File: config.mk
export PLATFORM = sky130hd
export DESIGN_NAME = ex_stage_flat
export DESIGN_NICKNAME = d
export VERILOG_FILES = /design/src/rtl/ex_stage_if.sv /design/src/rtl/ex_stage.sv /design/src/flat_wrapper.sv
export SDC_FILE = /design/constraint.sdc
export NUM_CORES = 1
export LEC_CHECK = 0
export CAP_MARGIN = 20
export CORE_ASPECT_RATIO = 1.25
export CORE_MARGIN = 4
export CORE_UTILIZATION = 50
export DETAILED_ROUTE_END_ITERATION = 8
export PLACE_DENSITY = 0.76
export SLEW_MARGIN = 20
export SYNTH_ARGS = -nofsm -noshare
export SYNTH_HDL_FRONTEND = slang
export SYNTH_SLANG_ARGS = --single-unit
File: constraint.sdc
create_clock -name clk -period 11.15 [get_ports clk]
set_input_delay 1.115 -clock clk [delete_from_list [all_inputs] [get_ports clk]]
set_output_delay 1.115 -clock clk [all_outputs]
set_load 0.01 [all_outputs]
File: src/rtl/ex_stage_if.sv
// EX-stage bundle: ID/EX operands and controls in, EX/MEM register and branch redirect out.
// The pipeline side drives through 'master'; the execute stage itself uses 'slave'.
interface ex_stage_if #(
  parameter int REG_NO = 8,
  parameter int XLEN   = 32
);
  localparam int AW = $clog2(REG_NO);

  logic            stall_ex;
  logic            flush_ex;
  logic            id_valid;
  logic [XLEN-1:0] pc_EX;
  logic [XLEN-1:0] rs1_data;
  logic [XLEN-1:0] rs2_data;
  logic [XLEN-1:0] imm_EX;
  logic [3:0]      alu_op;
  logic            alu_src_a;
  logic            alu_src_b;
  logic            is_branch;
  logic [2:0]      br_funct3;
  logic [AW-1:0]   dest_add_EX;
  logic            R_write_EX;
  logic            mem_write_EX;
  logic            mem_read_EX;
  logic [1:0]      fwd_a;
  logic [1:0]      fwd_b;
  logic [XLEN-1:0] wb_data_WB;

  logic [XLEN-1:0] alu_result_ME;
  logic [XLEN-1:0] store_data_ME;
  logic [AW-1:0]   dest_add_ME;
  logic            R_write_ME;
  logic            mem_write_ME;
  logic            mem_read_ME;
  logic            valid_ME;
  logic            branch_taken;
  logic [XLEN-1:0] branch_target;

  modport master (
    output stall_ex, flush_ex, id_valid, pc_EX, rs1_data, rs2_data, imm_EX,
           alu_op, alu_src_a, alu_src_b, is_branch, br_funct3, dest_add_EX,
           R_write_EX, mem_write_EX, mem_read_EX, fwd_a, fwd_b, wb_data_WB,
    input  alu_result_ME, store_data_ME, dest_add_ME, R_write_ME, mem_write_ME,
           mem_read_ME, valid_ME, branch_taken, branch_target
  );

  modport slave (
    input  stall_ex, flush_ex, id_valid, pc_EX, rs1_data, rs2_data, imm_EX,
           alu_op, alu_src_a, alu_src_b, is_branch, br_funct3, dest_add_EX,
           R_write_EX, mem_write_EX, mem_read_EX, fwd_a, fwd_b, wb_data_WB,
    output alu_result_ME, store_data_ME, dest_add_ME, R_write_ME, mem_write_ME,
           mem_read_ME, valid_ME, branch_taken, branch_target
  );
endinterface

File: src/rtl/ex_stage.sv
// RV32I execute stage: operand forwarding, ALU, branch resolution and the EX/MEM register.
// Branch redirect is combinational; everything else appears one cycle later on the ME side.
module ex_stage #(
  parameter int REG_NO = 8,
  parameter int XLEN   = 32
) (
  input  logic      clk,
  input  logic      rst_n,
  ex_stage_if.slave bus
);
  localparam int AW = $clog2(REG_NO);

  logic [XLEN-1:0] alu_result_reg;
  logic [XLEN-1:0] store_data_reg;
  logic [AW-1:0]   dest_add_reg;
  logic            r_write_reg;
  logic            mem_write_reg;
  logic            mem_read_reg;
  logic            valid_reg;

  // Per-operand forwarding: index 0 is operand A (rs1), index 1 is operand B (rs2).
  logic [1:0][XLEN-1:0] rf_val;
  logic [1:0][1:0]      fwd_sel;
  logic [1:0][XLEN-1:0] fwd_val;

  assign rf_val[0]  = bus.rs1_data;
  assign rf_val[1]  = bus.rs2_data;
  assign fwd_sel[0] = bus.fwd_a;
  assign fwd_sel[1] = bus.fwd_b;

  genvar gi;
  generate
    for (gi = 0; gi < 2; gi++) begin : g_fwd
      // ME forwarding reads the register output, so a stalled stage forwards its held result.
      assign fwd_val[gi] = (fwd_sel[gi] == 2'd0) ? rf_val[gi]     :
                           (fwd_sel[gi] == 2'd1) ? bus.wb_data_WB :
                           (fwd_sel[gi] == 2'd2) ? alu_result_reg :
                                                   '0;
    end
  endgenerate

  logic [XLEN-1:0] op_a;
  logic [XLEN-1:0] op_b;
  logic [4:0]      shamt;
  logic            alu_lt_s;
  logic            alu_lt_u;
  logic [XLEN-1:0] alu_res;

  assign op_a     = bus.alu_src_a ? bus.pc_EX  : fwd_val[0];
  assign op_b     = bus.alu_src_b ? bus.imm_EX : fwd_val[1];
  assign shamt    = op_b[4:0];
  assign alu_lt_s = $signed(op_a) < $signed(op_b);
  assign alu_lt_u = op_a < op_b;

  always_comb begin
    alu_res = '0;
    case (bus.alu_op)
      4'd0:    alu_res = op_a + op_b;
      4'd1:    alu_res = op_a - op_b;
      4'd2:    alu_res = op_a << shamt;
      4'd3:    alu_res = {{(XLEN-1){1'b0}}, alu_lt_s};
      4'd4:    alu_res = {{(XLEN-1){1'b0}}, alu_lt_u};
      4'd5:    alu_res = op_a ^ op_b;
      4'd6:    alu_res = op_a >> shamt;
      4'd7:    alu_res = $unsigned($signed(op_a) >>> shamt);
      4'd8:    alu_res = op_a | op_b;
      4'd9:    alu_res = op_a & op_b;
      4'd10:   alu_res = op_b;
      default: alu_res = '0;
    endcase
  end

  // Branches always compare the forwarded register values, independent of ALU source muxes.
  logic br_eq;
  logic br_lt_s;
  logic br_lt_u;
  logic br_cond;

  assign br_eq   = fwd_val[0] == fwd_val[1];
  assign br_lt_s = $signed(fwd_val[0]) < $signed(fwd_val[1]);
  assign br_lt_u = fwd_val[0] < fwd_val[1];

  always_comb begin
    br_cond = 1'b0;
    case (bus.br_funct3)
      3'b000:  br_cond = br_eq;
      3'b001:  br_cond = ~br_eq;
      3'b100:  br_cond = br_lt_s;
      3'b101:  br_cond = ~br_lt_s;
      3'b110:  br_cond = br_lt_u;
      3'b111:  br_cond = ~br_lt_u;
      default: br_cond = 1'b0;
    endcase
  end

  assign bus.branch_taken  = bus.id_valid & bus.is_branch & br_cond & ~bus.stall_ex;
  assign bus.branch_target = bus.pc_EX + bus.imm_EX;

  // Writes to x0 are dropped here so downstream forwarding never sees them.
  logic r_write_next;
  assign r_write_next = bus.R_write_EX & bus.id_valid & (bus.dest_add_EX != '0);

  always_ff @(posedge clk) begin
    if (!rst_n || bus.flush_ex) begin
      alu_result_reg <= '0;
      store_data_reg <= '0;
      dest_add_reg   <= '0;
      r_write_reg    <= 1'b0;
      mem_write_reg  <= 1'b0;
      mem_read_reg   <= 1'b0;
      valid_reg      <= 1'b0;
    end else if (!bus.stall_ex) begin
      alu_result_reg <= alu_res;
      store_data_reg <= fwd_val[1];
      dest_add_reg   <= bus.dest_add_EX;
      r_write_reg    <= r_write_next;
      mem_write_reg  <= bus.mem_write_EX & bus.id_valid;
      mem_read_reg   <= bus.mem_read_EX & bus.id_valid;
      valid_reg      <= bus.id_valid;
    end
  end

  assign bus.alu_result_ME = alu_result_reg;
  assign bus.store_data_ME = store_data_reg;
  assign bus.dest_add_ME   = dest_add_reg;
  assign bus.R_write_ME    = r_write_reg;
  assign bus.mem_write_ME  = mem_write_reg;
  assign bus.mem_read_ME   = mem_read_reg;
  assign bus.valid_ME      = valid_reg;
endmodule
File: src/flat_wrapper.sv
// flat-port wrapper written by rule: the top's interface ports become plain ports
module ex_stage_flat 
#(
  parameter int REG_NO = 8,
  parameter int XLEN   = 32
)
  (clk, rst_n, bus_stall_ex, bus_flush_ex, bus_id_valid, bus_pc_EX, bus_rs1_data, bus_rs2_data, bus_imm_EX, bus_alu_op, bus_alu_src_a, bus_alu_src_b, bus_is_branch, bus_br_funct3, bus_dest_add_EX, bus_R_write_EX, bus_mem_write_EX, bus_mem_read_EX, bus_fwd_a, bus_fwd_b, bus_wb_data_WB, bus_alu_result_ME, bus_store_data_ME, bus_dest_add_ME, bus_R_write_ME, bus_mem_write_ME, bus_mem_read_ME, bus_valid_ME, bus_branch_taken, bus_branch_target);
  ex_stage_if #(.REG_NO(REG_NO), .XLEN(XLEN)) bus_i ();
  input  logic clk;
  input  logic rst_n;
  input wire logic [$bits(bus_i.stall_ex)-1:0] bus_stall_ex;
  input wire logic [$bits(bus_i.flush_ex)-1:0] bus_flush_ex;
  input wire logic [$bits(bus_i.id_valid)-1:0] bus_id_valid;
  input wire logic [$bits(bus_i.pc_EX)-1:0] bus_pc_EX;
  input wire logic [$bits(bus_i.rs1_data)-1:0] bus_rs1_data;
  input wire logic [$bits(bus_i.rs2_data)-1:0] bus_rs2_data;
  input wire logic [$bits(bus_i.imm_EX)-1:0] bus_imm_EX;
  input wire logic [$bits(bus_i.alu_op)-1:0] bus_alu_op;
  input wire logic [$bits(bus_i.alu_src_a)-1:0] bus_alu_src_a;
  input wire logic [$bits(bus_i.alu_src_b)-1:0] bus_alu_src_b;
  input wire logic [$bits(bus_i.is_branch)-1:0] bus_is_branch;
  input wire logic [$bits(bus_i.br_funct3)-1:0] bus_br_funct3;
  input wire logic [$bits(bus_i.dest_add_EX)-1:0] bus_dest_add_EX;
  input wire logic [$bits(bus_i.R_write_EX)-1:0] bus_R_write_EX;
  input wire logic [$bits(bus_i.mem_write_EX)-1:0] bus_mem_write_EX;
  input wire logic [$bits(bus_i.mem_read_EX)-1:0] bus_mem_read_EX;
  input wire logic [$bits(bus_i.fwd_a)-1:0] bus_fwd_a;
  input wire logic [$bits(bus_i.fwd_b)-1:0] bus_fwd_b;
  input wire logic [$bits(bus_i.wb_data_WB)-1:0] bus_wb_data_WB;
  output wire logic [$bits(bus_i.alu_result_ME)-1:0] bus_alu_result_ME;
  output wire logic [$bits(bus_i.store_data_ME)-1:0] bus_store_data_ME;
  output wire logic [$bits(bus_i.dest_add_ME)-1:0] bus_dest_add_ME;
  output wire logic [$bits(bus_i.R_write_ME)-1:0] bus_R_write_ME;
  output wire logic [$bits(bus_i.mem_write_ME)-1:0] bus_mem_write_ME;
  output wire logic [$bits(bus_i.mem_read_ME)-1:0] bus_mem_read_ME;
  output wire logic [$bits(bus_i.valid_ME)-1:0] bus_valid_ME;
  output wire logic [$bits(bus_i.branch_taken)-1:0] bus_branch_taken;
  output wire logic [$bits(bus_i.branch_target)-1:0] bus_branch_target;
  assign bus_i.stall_ex = bus_stall_ex;
  assign bus_i.flush_ex = bus_flush_ex;
  assign bus_i.id_valid = bus_id_valid;
  assign bus_i.pc_EX = bus_pc_EX;
  assign bus_i.rs1_data = bus_rs1_data;
  assign bus_i.rs2_data = bus_rs2_data;
  assign bus_i.imm_EX = bus_imm_EX;
  assign bus_i.alu_op = bus_alu_op;
  assign bus_i.alu_src_a = bus_alu_src_a;
  assign bus_i.alu_src_b = bus_alu_src_b;
  assign bus_i.is_branch = bus_is_branch;
  assign bus_i.br_funct3 = bus_br_funct3;
  assign bus_i.dest_add_EX = bus_dest_add_EX;
  assign bus_i.R_write_EX = bus_R_write_EX;
  assign bus_i.mem_write_EX = bus_mem_write_EX;
  assign bus_i.mem_read_EX = bus_mem_read_EX;
  assign bus_i.fwd_a = bus_fwd_a;
  assign bus_i.fwd_b = bus_fwd_b;
  assign bus_i.wb_data_WB = bus_wb_data_WB;
  assign bus_alu_result_ME = bus_i.alu_result_ME;
  assign bus_store_data_ME = bus_i.store_data_ME;
  assign bus_dest_add_ME = bus_i.dest_add_ME;
  assign bus_R_write_ME = bus_i.R_write_ME;
  assign bus_mem_write_ME = bus_i.mem_write_ME;
  assign bus_mem_read_ME = bus_i.mem_read_ME;
  assign bus_valid_ME = bus_i.valid_ME;
  assign bus_branch_taken = bus_i.branch_taken;
  assign bus_branch_target = bus_i.branch_target;
  ex_stage #(.REG_NO(REG_NO), .XLEN(XLEN)) u_core (.clk(clk), .rst_n(rst_n), .bus(bus_i));
endmodule
==> flow_summary.json, run 1 <==
{
  "post_synth.cell_area_avg_um2": 7.169,
  "finalPower_uw": 1784,
  "vias_per_cell": 7.104,
  "clk_latency_ns": 0.39,
  "maxCapViolations": 0,
  "fmax_mhz": 134.5,
  "worst_slack_ns": 3.717,
  "static-leakage-power_uw": 0.008272,
  "core.rowCount": 73,
  "ir_worst_vdd_mv": 0.07843,
  "netlist_instances": 2267,
  "grt_overflow": 0,
  "rsz0062_at_grt": "no",
  "first_iter_violations": 3150,
  "hold_class": "flop to flop",
  "drc": 0,
  "nets": 2804,
  "grtUsageMet2_pct": 71.71,
  "vias": 20410,
  "pre_cts_ws_ns": 3.849,
  "grt_pass1_wl_mm": 122.1,
  "cts_max_path_buffers": 2,
  "post-dp-hpwl_mm": 65.59,
  "htree_levels": 3,
  "start_util_pct": 50.84,
  "status": "complete, no violations",
  "worst_pin_slew_ns": 1.185,
  "hold_viol": 0,
  "gr-usage-met3_pct": 11.13,
  "finalClockSkew_ns": 0.01059,
  "die_y_um": 209.6,
  "area_delta_synth_final_pct": 21.49,
  "synth_compound_area_share_pct": 31.68,
  "drive_above_1_share_pct": 6.989,
  "numCtsBuffers": 9,
  "antenna_cells": 0,
  "rrSetupSlack_ns": 5.77,
  "avgRoutedWirePerCell_um": 29.50,
  "critPathRequiredTime_ns": 10.04,
  "path_cells": "clkdlybuf4s50_1 > buf_4 > inv_1 > nor2_2 > buf_4 > a22o_1 > ha_1 > a21o_1 > a21o_1 > a21oi_1 > o21ai_0 > a2111oi_0 > a21oi_1 > nor4_1 > mux2i_1 > nand3_1 > clkdlybuf4s50_1",
  "ys_seq_elements": 71,
  "synth_xor_area_share_pct": 2.102,
  "path_clk_slew_ns": 0.07,
  "synth_mux_area_share_pct": 17.65,
  "synth_cell_types": 83,
  "cts_tree": "yes",
  "cp-end-kind": "output port",
  "crit_type": "input pin to output port",
  "cts_hold_buf": 0,
  "core-area_um2": 31970,
  "critical_path_peak_fanout": 34,
  "place.gp.congestion": 1.076,
  "fin_area_um2": 19750,
  "max-slew-margin-rel_pct": 20.74,
  "grt_antenna_before_repair": 1,
  "post_dp_cell_area_um2": 19420,
  "clock-sinks": 71,
  "syn_area_um2": 16250,
  "grtUsageTotal_pct": 44.92,
  "fin_hold_ws_ns": 0.4864,
  "fin_crit_sh_pct": 66.66,
  "synth_top_family_by_area": "compound AO/OA/AOI/OAI gates",
  "worst_path_max_delay_cell": "nor2_2",
  "ant_nets": 0,
  "yosys.area_share.adder_pct": 12.69,
  "cts_resized": 0,
  "finalSetupViolations": 0,
  "grt_pass1_vias": 19250,
  "synth_nets": 2615,
  "yosysWarnings": 0,
  "p_per_area_nw_per_um2": 90.34,
  "synth_flop_cell": "dfxtp_1",
  "die_area_um2": 35470,
  "setup-tns-final_ns": 0,
  "final.min_clock_period_ns": 7.433,
  "cp.arrival_ns": 6.32,
  "die_w_um": 169.3,
  "wirelength_mm": 84.75,
  "firstDrtPassIters": 7,
  "synth-edff-count": 0,
  "synthSimpleGateAreaFrac_pct": 20.11,
  "synthArstFlopShare_pct": 0,
  "grt_max_degree": 66,
  "boundaryPins": 289,
  "drv_slew": 0,
  "top_usage_layer": "met2",
  "ys_seq_area_share_pct": 8.745,
  "post_cts_buffers": 0,
  "cts-root-buf": "clkbuf_16",
  "grt_use_met1_pct": 53.00,
  "cp-start-kind": "input pin",
  "cpPeakStageDelay_ns": 0.74,
  "port_buffers": 288
}
[synth_stat cells (20+ instances only)]
cell,instances,area (um^2)
a21o_1,27,202.7
nand2_1,172,645.6
clkbuf_1,116,435.4
o21ai_0,148,740.7
nor3_1,55,275.3
o211ai_1,33,247.7
a22oi_1,22,165.2
ha_1,160,2002
mux2_2,53,596.8
xnor2_1,32,280.3
mux2i_1,212,2122
nor4bb_1,34,340.3
a221oi_1,48,420.4
nand3_1,42,210.2
a211oi_1,42,315.3
a31oi_1,20,125.1
nor2b_1,25,156.4
nand2b_1,22,137.6
buf_1,28,105.1
a22o_1,40,350.3
dfxtp_1,71,1421
inv_1,128,480.5
nor2_1,245,919.6
a21oi_1,166,830.8
[layer usage]
layer	share of wire, %	up-vias
met5	0	-
met4	8.4	0
met3	13	407
met2	44	1668
met1	35	9450
li1	-	8886
[final cells by class]
class,count,area [um^2]
inverters,132,495.5
clock inverters,7,97.59
flip-flops and latches,71,1421
fillers,2924,12220
repair buffers,340,3251
well taps,412,515.5
multi-input cells,1902,13740
clock buffers,9,225.2
[kinds of logic after synthesis]
logic type / Yosys count
AOI/OAI and AO/OA: 746
buffers and inverters: 294
adders and majority gates: 163
muxes: 273
xor gates and xnor gates: 39
and+or+nand+nor: 681
DFF: 71
[path summary, 6_finish.rpt]
kind	startpoint	end	cells past startpoint
max	bus_fwd_a[1]	bus_branch_taken	17
min	u_core.bus.store_data_ME[0]	u_core.bus.store_data_ME[0]	2
max reg2reg	u_core.bus.alu_result_ME[2]	u_core.bus.alu_result_ME[17]	15
min reg2reg	u_core.bus.store_data_ME[0]	u_core.bus.store_data_ME[0]	2
[power by group]
group          internal (uW)  leakage, uW  switching, uW
Sequential               260     0.000575           12.5
Combinational            451      0.00755            712
Clock                    197     0.000152            152
Total                    908      0.00827            876
[stage by stage]
| stage | std cells | util (%) |
|---|---|---|
| floorplan | 2267 | - |
| global placement | 2857 | 60.76 |
| detailed placement | 2857 | 60.76 |
| CTS | 2873 | 61.77 |
| global route | 2873 | 61.77 |
| finish | 2873 | 61.77 |
[sequential cells by signal, indices dropped and copies added, names as in the netlist]
register                  flops
u_core.bus.alu_result_ME     32
u_core.bus.store_data_ME     32
u_core.bus.dest_add_ME        3
u_core.bus.R_write_ME         1
u_core.bus.mem_read_ME        1
u_core.bus.mem_write_ME       1
u_core.bus.valid_ME           1
[cell usage in the layout, fill, tap and decap left out, types with 16 or more instances in the layout]
cell	n
a22o_1	40
o211ai_1	33
ha_1	160
xnor2_1	32
a21oi_1	165
mux2i_1	211
o21a_1	19
buf_4	53
a221o_1	19
a22oi_1	22
clkdlybuf4s50_1	283
o22ai_1	16
a221oi_1	48
dfxtp_1	71
a211oi_1	42
mux2_2	53
nand2b_1	21
nand2_1	172
a21o_1	27
o21ai_0	148
a31oi_1	20
nor2_1	241
nand3_1	42
inv_1	128
nor3_1	54
nor2b_1	24
nor4bb_1	34
[critical path: cells and delay by family]
kind / cells / cell delay, ns
buffers and inverters: 5 / 2.10
and+or+nand+nor: 3 / 1.36
AOI/OAI and AO/OA: 7 / 1.20
muxes: 1 / 0.26
adders and majority gates: 1 / 0.25
(Power assumes the default switching activity.)
==> run 2, diff against run 1 <==
==> constraint.sdc (replaced) <==
create_clock -name clk -period 7.7 [get_ports clk]
set_input_delay 0.77 -clock clk [delete_from_list [all_inputs] [get_ports clk]]
set_output_delay 0.77 -clock clk [all_outputs]
set_load 0.01 [all_outputs]
==> run 2 against run 1 <==
  * Via count grew 1.9%
  * Final area grew 0.46%
  * Worst setup slack lost 2.5 ns
  * Clock-buffer cell count is the same
  * Clock power grew 37%
  * Utilization grew 0.28 points
  * Combinational power grew 47%
  * Critical path type unchanged
  * Largest power group unchanged
==> flow_summary.json, run 2 (synthesis gave the netlist of run 1 again) <==
{
  "status": "complete, no violations",
  "cp-end-kind": "output port",
  "drv_slew": 0,
  "die_area_um2": 35470,
  "maxCapViolations": 0,
  "cts_max_path_buffers": 2,
  "post_cts_buffers": 0,
  "clk_latency_ns": 0.37,
  "final_common_cell": "clkdlybuf4s50_1",
  "wirelength_mm": 85.44,
  "first_iter_violations": 3421,
  "cp-start-kind": "input pin",
  "place.gp.congestion": 1.086,
  "grtUsageTotal_pct": 44.92,
  "finalPower_uw": 2576,
  "core-area_um2": 31970,
  "port_buffers": 288,
  "grt_pass1_vias": 19570,
  "rsz0062_at_grt": "no",
  "static-leakage-power_uw": 0.008337,
  "crit_type": "input pin to output port",
  "final.min_clock_period_ns": 6.496,
  "grt_pass1_wl_mm": 122.7,
  "ir_worst_vdd_mv": 0.07921,
  "worst_path_max_delay_cell": "clkdlybuf4s50_1",
  "fin_crit_sh_pct": 84.36,
  "met1Wirelength_mm": 29.38,
  "path_clk_slew_ns": 0.07,
  "cts-root-buf": "clkbuf_16",
  "numCtsBuffers": 9,
  "finalSetupViolations": 0,
  "max-slew-margin-rel_pct": 17.03,
  "vias_per_cell": 7.197,
  "regArea_um2": 1421,
  "grt_max_degree": 65,
  "drive_above_1_share_pct": 7.553,
  "cts_resized": 0,
  "die_w_um": 169.3,
  "critPathRequiredTime_ns": 6.93,
  "drc": 0,
  "firstDrtPassIters": 7,
  "top_layer": "met4",
  "cp.arrival_ns": 5.73,
  "critical_path_peak_fanout": 21,
  "nets": 2819,
  "cts_tree": "yes",
  "boundaryPins": 289,
  "hold_class": "flop to flop",
  "grt_antenna_before_repair": 2,
  "setup-tns-final_ns": 0,
  "wl_met3_mm": 11.30,
  "ant_nets": 0,
  "fmax_mhz": 153.9,
  "path_cells": "clkdlybuf4s50_1 > nor2b_2 > buf_4 > nand2_1 > o21ai_0 > inv_1 > ha_1 > a21o_1 > a21o_1 > a21oi_1 > o21ai_0 > a2111oi_0 > a21oi_1 > nor4_1 > mux2i_1 > nand3_1 > clkdlybuf4s50_1",
  "wl_met2_mm": 37.71,
  "fillers": 2963,
  "cpPeakStageDelay_ns": 0.93,
  "crit_family": "buffers and inverters",
  "finalClockSkew_ns": 0.01146,
  "vias": 20790,
  "p_per_area_nw_per_um2": 129.8,
  "cts_hold_buf": 0,
  "worst_pin_slew_ns": 1.240,
  "final_cell_mix": "clkdlybuf4s50_1 (283), nor2_1 (241), mux2i_1 (211)",
  "hold_viol": 0,
  "core.rowCount": 73,
  "post-dp-hpwl_mm": 66.37,
  "avgRoutedWirePerCell_um": 29.57,
  "grt_overflow": 0,
  "die_y_um": 209.6,
  "clock-sinks": 71,
  "start_util_pct": 50.84,
  "area_delta_synth_final_pct": 22.05,
  "multiInputGateArea_um2": 13740,
  "crit_buf_inv": 4,
  "htree_levels": 3
}
-- run 2: final timing paths --
check	cells past startpoint	slack, ns	startpoint	to
worst max-delay path	17	1.20	bus_fwd_b[1]	bus_branch_taken
worst min-delay path	2	0.48	u_core.bus.store_data_ME[0]	u_core.bus.store_data_ME[0]
worst max register to register	13	2.69	u_core.bus.alu_result_ME[0]	u_core.bus.alu_result_ME[28]
worst min register to register	2	0.48	u_core.bus.store_data_ME[0]	u_core.bus.store_data_ME[0]
-- run 2: tightest hold or removal path, stage by stage, from the launching register on --
cell,delay [ns]
dfxtp_1,0.32
nand2_1,0.06
a21oi_1,0.05
-- run 2: per-stage QoR --
| stage | instances | setup WS (ns) | cell area, um^2 | utilization, % | hold slack [ns] |
|---|---|---|---|---|---|
| finish | 2889 | 1.204 | 19840 | 62.05 | 0.4771 |
| global route | 2888 | 0.9304 | 19830 | 62.04 | 0.5116 |
| CTS | 2886 | 1.303 | 19820 | 62.01 | 0.4777 |
| detailed placement | 2870 | 1.315 | 19520 | 61.06 | 0.4668 |
| global placement | 2870 | 1.402 | 19520 | 61.06 | 0.4522 |
| floorplan | 2267 | 2.242 | 16250 | - | 0.4856 |
-- run 2: layout make-up --
class                      count  share of cell area, %
multi-input combinational   1902                  69.27
timing repair buffer         355                  16.93
sequential                    71                  7.165
tap                          412                  2.599
inverter                     132                  2.498
clock buffer                   9                  1.135
clock inverter                 7                 0.3911
antenna                        1                0.01262
-- run 2: metal layers --
metal  vias to the layer above  GRT usage (%)
met5                         -              0
met4                         0          28.05
met3                       472          11.40
met2                      1739          72.27
met1                      9654          53.17
li1                       8928              -
-- run 2: power breakdown --
group / switching (uW) / leakage, uW / internal [uW]
clock: 222 / 0.000147 / 256
sequential: 18.6 / 0.000575 / 377
combinational: 1040 / 0.00761 / 662
total: 1280 / 0.00834 / 1290
